--- src/rtl/load_store_unit.sv ---
// Load/store unit: turns a decoded memory operation into a single
// valid/ready request on the data bus, waits for read data, formats the
// load result and stalls the core until the access has finished.
//
// state | meaning
// ------+---------------------------------------------------------------
// IDLE  | no access in flight; a new op is latched and checked here
// REQ   | bus_valid high, request fields held until bus_ready
// WAIT  | read accepted, waiting for bus_rvalid
// DONE  | one cycle, stall low, load_data / error pulses valid
module load_store_unit #(
    parameter int TIMEOUT_CYCLES = 64,
    parameter int CNT_W          = 7
) (
    input  logic        clk,
    input  logic        rst_n,
    input  logic        mem_read,
    input  logic        mem_write,
    input  logic [1:0]  mem_size,
    input  logic        is_signed,
    input  logic [31:0] addr,
    input  logic [31:0] wdata,
    output logic        stall,
    output logic [31:0] load_data,
    output logic        misalign_err,
    output logic        bus_err,
    output logic        bus_valid,
    input  logic        bus_ready,
    output logic        bus_we,
    output logic [31:0] bus_addr,
    output logic [3:0]  bus_wstrb,
    output logic [31:0] bus_wdata,
    input  logic        bus_rvalid,
    input  logic [31:0] bus_rdata
);

    typedef enum logic [1:0] {
        S_IDLE = 2'd0,
        S_REQ  = 2'd1,
        S_WAIT = 2'd2,
        S_DONE = 2'd3
    } state_t;

    // One extra bit so cnt_q + 1 can never wrap before the compare.
    localparam logic [CNT_W:0] TO_LIM = (CNT_W + 1)'(TIMEOUT_CYCLES);

    state_t             state_q, state_d;
    logic [31:0]        addr_q, addr_d;
    logic [1:0]         size_q, size_d;
    logic               sgn_q, sgn_d;
    logic               we_q, we_d;
    logic [31:0]        wdata_q, wdata_d;
    logic [CNT_W-1:0]   cnt_q, cnt_d;
    logic [31:0]        load_q, load_d;
    logic               mis_q, mis_d;
    logic               berr_q, berr_d;

    logic               op;
    logic               illegal;
    logic               cnt_expired;
    logic [1:0]         off;
    logic [31:0]        rdata_sh;
    logic [31:0]        load_fmt;

    assign op          = mem_read | mem_write;
    assign off         = addr_q[1:0];
    assign cnt_expired = ({1'b0, cnt_q} + (CNT_W + 1)'(1)) >= TO_LIM;

    assign bus_addr     = {addr_q[31:2], 2'b00};
    assign bus_we       = we_q;
    assign load_data    = load_q;
    assign misalign_err = mis_q;
    assign bus_err      = berr_q;

    // Classify the incoming op as illegal (bad size, misaligned, or read+write).
    always_comb begin
        illegal = 1'b0;
        case (mem_size)
            2'b00:   illegal = 1'b0;
            2'b01:   illegal = addr[0];
            2'b10:   illegal = |addr[1:0];
            default: illegal = 1'b1;
        endcase
        if (mem_read && mem_write) illegal = 1'b1;
    end

    // Store lane steering from the latched request; strobes are zero for reads.
    always_comb begin
        bus_wstrb = 4'b0000;
        bus_wdata = wdata_q;
        case (size_q)
            2'b00: begin
                bus_wstrb = 4'b0001 << off;
                bus_wdata = {4{wdata_q[7:0]}};
            end
            2'b01: begin
                bus_wstrb = 4'b0011 << off;
                bus_wdata = {2{wdata_q[15:0]}};
            end
            default: bus_wstrb = 4'b1111;
        endcase
        if (!we_q) bus_wstrb = 4'b0000;
    end

    // Load extraction and sign/zero extension of the addressed lane(s).
    always_comb begin
        rdata_sh = bus_rdata >> {off, 3'b000};
        load_fmt = bus_rdata;
        case (size_q)
            2'b00:   load_fmt = {{24{sgn_q & rdata_sh[7]}}, rdata_sh[7:0]};
            2'b01:   load_fmt = {{16{sgn_q & rdata_sh[15]}}, rdata_sh[15:0]};
            default: load_fmt = bus_rdata;
        endcase
    end

    // Next-state, latching, timeout and handshake outputs.
    always_comb begin
        state_d   = state_q;
        addr_d    = addr_q;
        size_d    = size_q;
        sgn_d     = sgn_q;
        we_d      = we_q;
        wdata_d   = wdata_q;
        cnt_d     = cnt_q;
        load_d    = load_q;
        mis_d     = 1'b0;
        berr_d    = 1'b0;
        stall     = 1'b0;
        bus_valid = 1'b0;
        case (state_q)
            S_IDLE: begin
                stall = op;
                if (op) begin
                    addr_d  = addr;
                    size_d  = mem_size;
                    sgn_d   = is_signed;
                    we_d    = mem_write;
                    wdata_d = wdata;
                    cnt_d   = '0;
                    if (illegal) begin
                        state_d = S_DONE;
                        mis_d   = 1'b1;
                        load_d  = '0;
                    end else begin
                        state_d = S_REQ;
                    end
                end
            end
            S_REQ: begin
                stall     = 1'b1;
                bus_valid = 1'b1;
                cnt_d     = cnt_q + CNT_W'(1);
                // An accepted request wins over a timeout in the same cycle.
                if (bus_ready) begin
                    state_d = we_q ? S_DONE : S_WAIT;
                end else if (cnt_expired) begin
                    state_d = S_DONE;
                    berr_d  = 1'b1;
                    load_d  = '0;
                end
            end
            S_WAIT: begin
                stall = 1'b1;
                cnt_d = cnt_q + CNT_W'(1);
                if (bus_rvalid) begin
                    state_d = S_DONE;
                    load_d  = load_fmt;
                end else if (cnt_expired) begin
                    state_d = S_DONE;
                    berr_d  = 1'b1;
                    load_d  = '0;
                end
            end
            S_DONE: begin
                state_d = S_IDLE;
            end
            default: begin
                state_d = S_IDLE;
            end
        endcase
    end

    // State and datapath registers.
    always_ff @(posedge clk or negedge rst_n) begin
        if (!rst_n) begin
            state_q <= S_IDLE;
            addr_q  <= '0;
            size_q  <= '0;
            sgn_q   <= 1'b0;
            we_q    <= 1'b0;
            wdata_q <= '0;
            cnt_q   <= '0;
            load_q  <= '0;
            mis_q   <= 1'b0;
            berr_q  <= 1'b0;
        end else begin
            state_q <= state_d;
            addr_q  <= addr_d;
            size_q  <= size_d;
            sgn_q   <= sgn_d;
            we_q    <= we_d;
            wdata_q <= wdata_d;
            cnt_q   <= cnt_d;
            load_q  <= load_d;
            mis_q   <= mis_d;
            berr_q  <= berr_d;
        end
    end

endmodule
--- config.mk ---
export PLATFORM = sky130hd
export DESIGN_NAME = load_store_unit
export DESIGN_NICKNAME = d
export VERILOG_FILES = /design/src/rtl/load_store_unit.sv
export SDC_FILE = /design/constraint.sdc
export NUM_CORES = 1
export LEC_CHECK = 0
export BUFFER_PORTS_ARGS = -buffer_cell sky130_fd_sc_hd__buf_4
export CELL_PAD_IN_SITES_DETAIL_PLACEMENT = 1
export CELL_PAD_IN_SITES_GLOBAL_PLACEMENT = 1
export CORE_MARGIN = 5
export CORE_UTILIZATION = 38
export CTS_CLUSTER_SIZE = 12
export DETAILED_ROUTE_END_ITERATION = 10
export PLACE_DENSITY_LB_ADDON = 0.12
export SYNTH_ARGS = -nofsm -noshare
export SYNTH_HDL_FRONTEND = slang
export SYNTH_SLANG_ARGS = --single-unit
--- constraint.sdc ---
create_clock -name clk -period 2.6 [get_ports clk]
set_input_delay 0.52 -clock clk [delete_from_list [all_inputs] [get_ports clk]]
set_output_delay 0.52 -clock clk [all_outputs]
set_load 0.005 [all_outputs]
==> results.cfg, run 1 <==
[sta]
setup_tns_ps = 0
setup_ws_ps = 174
rsz0062_at_grt = no
layout_min_cycle_time_ps = 2430
fin_crit_sh_pct = 93.3
hold_viol = 0
fmax_ghz = 0.412
holdWs_ps = 91.4
slew_headroom_pct = 56.3
finalSetupViolCount = 0
tightest_slew_ps = 654
maxSlewViolCount = 0
skew_ps = 8.89

[clock_tree]
path_clk_slew_ps = 80
cts_hold_buf = 0
cts-root-buf = clkbuf_16
cts_made_buffers = 9
cts_sinks = 111
clock_path_buffers = 2
clk_latency_ps = 360
cts_tree = yes
htreeDepth = 3

[critical_path]
cp_cell_sequence = buf_4 -> nor2_2 -> nor2b_1 -> buf_4
arrival_ps = 1910
criticalPathCategory = reg2out
end_kind = output pin
cpMostUsedCell = buf_4
crit_fanout = 27
start_kind = flip-flop
required_ps = 2080
cpPeakStageDelay_ps = 710
crit_path_top_delay_cell = dfrtp_2

[global_route]
track_usage_pct = 18.8
antenna_found_initial = 0
grt_pass1_wl_um = 26500
grt_pass1_vias = 4965
grt_max_degree = 63
grt_overflow = 0

[route]
drtIter0Drc = 165
wl_met1_um = 6590
maxUsedRoutingLayer = met4
final_antenna_net_count = 0
vias = 4505
wl_met2_um = 7990
wire_per_inst_um = 19.1
avgViaCountPerCell = 5.21
drc = 0
routed-wl-met3_um = 1670
first_pass_iters = 4
wirelength_um = 16500

[floorplanning]
core_area_um2 = 15000
num_io_pins = 210
die_h_um = 133
start_util_pct = 38.3
dieWidth_um = 133
dieArea_um2 = 17700
row_count = 45

[synth]
yosysSeqAreaShare_pct = 48.2
synth_top_area_share_pct = 48.2
ys_types = 40
async_flop_share_pct = 100
ys_ff_latch = 111
ys.warnings.count = 0
synth.area.top_cells = dfrtp_1, mux2_2, buf_4
synth_area_per_cell_um2 = 11.4
synth_top_cell_by_area = dfrtp_1
synth-edff-count = 0
netlist_instances = 507
synth_commonest_cells = dfrtp_1, mux2_2, buf_4, nor2_1, mux2i_1
yosysMostFrequentCell = dfrtp_1
mappedNetlistArea_um2 = 5760
synth_top_flop_cell = dfrtp_1

[cells_and_area]
regArea_um2 = 2780
areaGrowthSynthToFinish_pct = 31.8
design_area_um2 = 7590
fillCellCount = 1623
multi_input_area_um2 = 2550
drive_above_1_share_pct = 48.6
post-route-util_pct = 50.5
layout.cells.non_filler = 865
nets = 784
antenna_cells = 0

[power]
power.leakage_nw = 3.68
total_power_mw = 9.47
power.density_nw_per_um2 = 1250
peakVddDrop_mv = 0.592

[placed_design]
place_area_um2 = 7270
gp_congestion = 0.880
port_buffers = 207
place_ws_ps = 145
dp_hpwl_um = 12500
place_inst = 849

[run_status]
status = finished, final reports clean

[min_path]
worstHoldPathType = in2async

[job]
maxCapViolations = 0
[critical path, delay by kind of cell, from the launching register on]
| family | cells | cell delay [ps] |
|---|---|---|
| buffers and inverters | 2 | 480 |
| flip-flops | 1 | 710 |
| AND/OR/NAND/NOR | 2 | 360 |
[cells by family after synthesis]
kind of cell	synth area share, %
simple gates	8.95
fa+ha+maj	1.52
mux	20.9
buf+inv	7.86
other cells	0.0651
flops	48.2
compound gates	12.4
[layer usage]
layer  up-vias  GRT usage (%)
li1       2091              -
met4         0           6.40
met3        22           7.21
met1      2239           22.6
met2       153           31.0
met5         -              0
[registers in the layout, summed over array words and instances (netlist names)]
register,cells
addr_q,32
load_data,32
wdata_q,32
cnt_q,7
size_q,2
state_q,2
bus_err,1
bus_we,1
misalign_err,1
sgn_q,1
[what timing repair did]
action | 4_1_cts | 5_1_grt
setup endpoints to repair | 0 | 17
setup buffers | 0 | 0
resized for setup | 0 | 3
[where the power goes]
part | switching (mW) | leakage (nW) | internal, mW
Clock | 0.695 | 0.154 | 0.771
Combinational | 2.20 | 2.14 | 2.68
Sequential | 0.642 | 1.39 | 2.48
Total | 3.53 | 3.68 | 5.94
[layout by cell type, fill, tap and decap left out, types with 2 or more instances in the layout]
| master | instances |
|---|---|
| inv_1 | 5 |
| o21a_1 | 3 |
| nand2b_1 | 25 |
| inv_8 | 2 |
| o21ai_0 | 20 |
| clkbuf_16 | 9 |
| nor2_1 | 30 |
| mux2_2 | 84 |
| nand2_1 | 25 |
| conb_1 | 2 |
| a22o_1 | 18 |
| mux2i_1 | 26 |
| ha_1 | 6 |
| and3_1 | 2 |
| dfrtp_1 | 110 |
| a22oi_1 | 2 |
| nand3_1 | 7 |
| o2bb2ai_1 | 9 |
| a221oi_1 | 2 |
| nor2b_1 | 7 |
| a21o_1 | 7 |
| o22ai_1 | 7 |
| a32o_1 | 7 |
| clkinv_4 | 3 |
| a21oi_1 | 17 |
| o31ai_1 | 3 |
| buf_12 | 2 |
| buf_4 | 219 |
[cell type report]
cell class / count / share of cell area, %
Clock buffer: 9 / 2.97
Clock inverter: 7 / 1.15
Timing Repair Buffer: 222 / 22.3
Inverter: 5 / 0.247
Multi-Input combinational cell: 323 / 33.6
Sequential cell: 111 / 36.6
Tap cell: 188 / 3.10
[path summary, 6_finish.rpt]
kind | slack, ps | depth (start not counted) | endpoint | startpoint
setup / recovery | 170 | 4 | bus_wstrb[0] | size_q[1]
hold / removal | 90 | 1 | load_data[16] | rst_n
min in group clk | 380 | 2 | wdata_q[6] | wdata[6]
max in group asynchronous | 1880 | 2 | size_q[1] | rst_n
setup reg to reg | 200 | 8 | load_data[28] | state_q[1]
hold reg to reg | 500 | 1 | load_data[4] | load_data[4]
No activity file was read; power rests on OpenSTA's default activity.
==> inputs of run 2 (changes only) <==
Settings changed: CORE_MARGIN 5 to 2.
==> run 2 against run 1 <==
- critical path depth up 4
- global-route usage up 1.2 points
- fmax up 0.91%
- register-to-register slack about the same
- clock power up 12%
- sequential power about the same
- cell count down 0.12%
- via count down 1.4%
- setup slack better by 22 ps
- clock skew about the same
- largest cell class unchanged
==> results.cfg, run 2 (synthesis gave the netlist of run 1 again) <==
[sta]
tightest_slew_ps = 681
fin_crit_sh_pct = 92.5
maxSlewViolCount = 0
finalSetupViolCount = 0
layout_min_cycle_time_ps = 2400
rsz0062_at_grt = no
hold_viol = 0
fmax_ghz = 0.416
setup_tns_ps = 0
holdWs_ps = 165
skew_ps = 8.58
slew_headroom_pct = 54.4

[floorplanning]
row_count = 45
die_h_um = 127
dieArea_um2 = 16200
core_area_um2 = 15000
start_util_pct = 38.3
num_io_pins = 210
dieWidth_um = 127

[placed_design]
dp_hpwl_um = 11800
port_buffers = 207
gp_congestion = 0.858

[power]
peakVddDrop_mv = 0.622
power.density_nw_per_um2 = 1260
power.leakage_nw = 3.70

[cells_and_area]
regArea_um2 = 2780
areaGrowthSynthToFinish_pct = 32.1
fillCellCount = 1625
antenna_cells = 0
final_cell_mix = buf_4, dfrtp_1, mux2_2, nor2_1, mux2i_1
drive_above_1_share_pct = 48.2
multi_input_area_um2 = 2540
nets = 783
layout_commonest_cell = buf_4

[global_route]
grt_pass1_vias = 4719
grt_overflow = 0
antenna_found_initial = 0
track_usage_pct = 19.9
grt_pass1_wl_um = 25300
grt_max_degree = 70

[route]
wire_per_inst_um = 18.3
vias = 4443
final_antenna_net_count = 0
avgViaCountPerCell = 5.14
wirelength_um = 15800
first_pass_iters = 4
drc = 0
drtIter0Drc = 171

[clock_tree]
cts_tree = yes
cts_hold_buf = 0
path_clk_slew_ps = 80
cts-root-buf = clkbuf_16
cts_sinks = 111
htreeDepth = 3
cts_made_buffers = 9
clk_latency_ps = 360
postCtsSetupBuffers = 0
cts_resized = 0
clock_path_buffers = 2

[critical_path]
crit_family = compound AO/OA/AOI/OAI gates
required_ps = 2890
start_kind = flip-flop
arrival_ps = 2690
criticalPathCategory = reg2reg
critPathBufInv = 2
cp_cell_sequence = inv_1 -> ha_1 -> nor3b_4 -> or3_1 -> a21o_1 -> a211oi_4 -> buf_4 -> a22o_1
crit_fanout = 16
end_kind = flip-flop
crit_path_top_delay_cell = dfrtp_1
cpPeakStageDelay_ps = 450

[min_path]
worstHoldPathType = in2async

[job]
maxCapViolations = 0

[run_status]
status = finished, final reports clean
## run 2: changes by cell type in the layout (fill, tap and decap cells not counted)
cell and delta:
nor2_2 -1, inv_8 -2, buf_6 -1, bufinv_16 +2, ha_1 +1, ha_2 -1
clkinv_4 -2, inv_6 +2, nor2_1 +1
## run 2: worst register-to-register path, stage by stage (launching register included)
cell and delay, ps:
dfrtp_1 450, inv_1 120, ha_1 280, nor3b_4 210, or3_1 380, a21o_1 280
a211oi_4 190, buf_4 250, a22o_1 180
## run 2: through the flow
| step | std cells | setup WS, ps | util [%] | total power, mW | cell area, um2 |
|---|---|---|---|---|---|
| 2_1_floorplan | 508 | 401 | - | 6.13 | 5760 |
| 3_3_place_gp | 848 | 314 | 48.3 | 7.92 | 7260 |
| 3_5_place_dp | 848 | 208 | 48.3 | 8.08 | 7260 |
| 4_1_cts | 864 | 182 | 50.6 | 9.76 | 7610 |
| 5_1_grt | 864 | 34.5 | 50.6 | 10.4 | 7610 |
| 6_report | 864 | 196 | 50.6 | 9.60 | 7610 |
## run 2: area by class of cell
class                           count  area share [%]
Tap cell                          188            3.09
Inverter                            5           0.247
Clock inverter                      7            1.64
Sequential cell                   111            36.5
Clock buffer                        9            2.96
Multi-Input combinational cell    323            33.4
Timing Repair Buffer              221            22.1
## run 2: final timing paths
kind	slack [ps]	cells after the start	endpoint	startpoint
worst max-delay path	200	8	load_data[17]	state_q[1]
worst min-delay path	170	1	bus_err	rst_n
worst max register to register	200	8	load_data[17]	state_q[1]
worst min register to register	500	1	cnt_q[5]	cnt_q[5]
max in group asynchronous	1670	2	wdata_q[23]	rst_n
min in group clk	390	2	wdata_q[0]	wdata[0]
## run 2: where the power goes
| part | total [mW] | switching (mW) | internal, mW |
|---|---|---|---|
| sequential | 3.11 | 0.621 | 2.49 |
| combinational | 4.85 | 2.17 | 2.68 |
| clock | 1.64 | 0.688 | 0.955 |
## run 2: metal layers
layer	vias to the layer above	wire length, um	global-route usage, %
met5	-	0	0
met4	0	258	6.59
li1	2085	-	-
met3	18	1270	6.49
met1	2203	6500	24.7
met2	137	7790	33.1
==> inputs of run 3 (changes only) <==
Settings changed: CELL_PAD_IN_SITES_DETAIL_PLACEMENT 1 to 0.
==> run 3 against run 2 <==
- global-route usage down 1.6 points
- fmax grew 0.43%
- worst hold slack about the same
- setup slack gained 10 ps
- clock power fell by 7%
- non-clock buffer count unchanged
- largest power group unchanged
- highest routed layer unchanged
==> results.cfg, run 3 (synthesis gave the netlist of run 1 again) <==
[sta]
holdWs_ps = 165
fmax_ghz = 0.418
hold_viol = 0
fin_crit_sh_pct = 92.1
setup_tns_ps = 0
layout_min_cycle_time_ps = 2390
finalSetupViolCount = 0
maxSlewViolCount = 0
rsz0062_at_grt = no
tightest_slew_ps = 671
slew_headroom_pct = 55.1
skew_ps = 8.55

[clock_tree]
clk_latency_ps = 350
path_clk_slew_ps = 70
clock_path_buffers = 2
cts_hold_buf = 0
cts_tree = yes
postCtsSetupBuffers = 0
cts_made_buffers = 9
htreeDepth = 3
cts_resized = 0
cts_sinks = 111
cts-root-buf = clkbuf_16

[power]
total_power_mw = 9.43
peakVddDrop_mv = 0.571
power.leakage_nw = 3.69
power.density_nw_per_um2 = 1240

[floorplanning]
dieArea_um2 = 16200
row_count = 45
start_util_pct = 38.3
dieWidth_um = 127
core_area_um2 = 15000
num_io_pins = 210
die_h_um = 127

[placed_design]
dp_hpwl_um = 10900
place_inst = 848
port_buffers = 207
gp_congestion = 0.858

[critical_path]
end_kind = flip-flop
start_kind = flip-flop
crit_fanout = 16
criticalPathCategory = reg2reg
r2r_cells = 8
arrival_ps = 2680
required_ps = 2890

[cells_and_area]
multi_input_area_um2 = 2540
regArea_um2 = 2780
drive_above_1_share_pct = 48.2
final_cell_mix = buf_4, dfrtp_1, mux2_2, nor2_1, mux2i_1
nets = 783
layout.cells.non_filler = 864
layout_commonest_cell = buf_4
fillCellCount = 1394
antenna_cells = 0
areaGrowthSynthToFinish_pct = 31.8

[global_route]
track_usage_pct = 18.4
grt_pass1_vias = 4367
grt_pass1_wl_um = 23400
antenna_found_initial = 0
grt_overflow = 0
grt_max_degree = 70

[route]
wire_per_inst_um = 17.2
avgViaCountPerCell = 5.08
drtIter0Drc = 243
first_pass_iters = 4
vias = 4387
final_antenna_net_count = 0
wirelength_um = 14800
drc = 0

[run_status]
status = finished, final reports clean

[job]
maxCapViolations = 0

[min_path]
worstHoldPathType = in2async
[run 3: cell types whose count changed in the layout (fill, tap and decap cells not counted)]
| cell | change |
|---|---|
| inv_6 | -1 |
| bufinv_16 | -1 |
| clkinv_2 | +1 |
| inv_8 | +1 |
[run 3: power by group]
part           internal (mW)  total (mW)  switching [mW]  leakage [nW]
sequential              2.49        3.09           0.607          1.39
combinational           2.68        4.81            2.13          2.14
clock                  0.859        1.52           0.666         0.162
[run 3: stage by stage]
| stage | worst slack, ps | utilization, % | cell area [um2] |
|---|---|---|---|
| 2_1_floorplan | 401 | - | 5760 |
| 3_3_place_gp | 314 | 48.3 | 7260 |
| 3_5_place_dp | 240 | 48.3 | 7260 |
| 4_1_cts | 200 | 50.5 | 7590 |
| 5_1_grt | 83.7 | 50.5 | 7590 |
| 6_report | 206 | 50.5 | 7590 |
[run 3: critical path, cell delays in order, from the launching register on]
cell      delay, ps
dfrtp_1         440
inv_1           120
ha_1            300
nor3b_4         210
or3_1           370
a21o_1          290
a211oi_4        190
buf_4           240
a22o_1          160
[run 3: cell type report]
| type | count | area share (%) |
|---|---|---|
| Tap cell | 188 | 3.10 |
| Multi-Input combinational cell | 323 | 33.5 |
| Inverter | 5 | 0.247 |
| Clock inverter | 7 | 1.35 |
| Timing Repair Buffer | 221 | 22.2 |
| Sequential cell | 111 | 36.6 |
| Clock buffer | 9 | 2.97 |
[run 3: routing by layer]
| layer | vias up | track usage (%) | wire (um) |
|---|---|---|---|
| met5 | - | 0 | 0 |
| met4 | 0 | 5.82 | 180 |
| met3 | 11 | 5.57 | 1180 |
| met2 | 151 | 29.9 | 7160 |
| met1 | 2142 | 23.6 | 6310 |
| li1 | 2083 | - | - |
[run 3: path summary, 6_finish.rpt]
check	startpoint	to	slack, ps
worst max-delay path	state_q[0]	load_data[26]	210
worst min-delay path	rst_n	bus_err	170
worst max register to register	state_q[0]	load_data[26]	210
worst min register to register	cnt_q[5]	cnt_q[5]	480
max in group asynchronous	rst_n	wdata_q[0]	1660
min in group clk	wdata[25]	wdata_q[25]	390
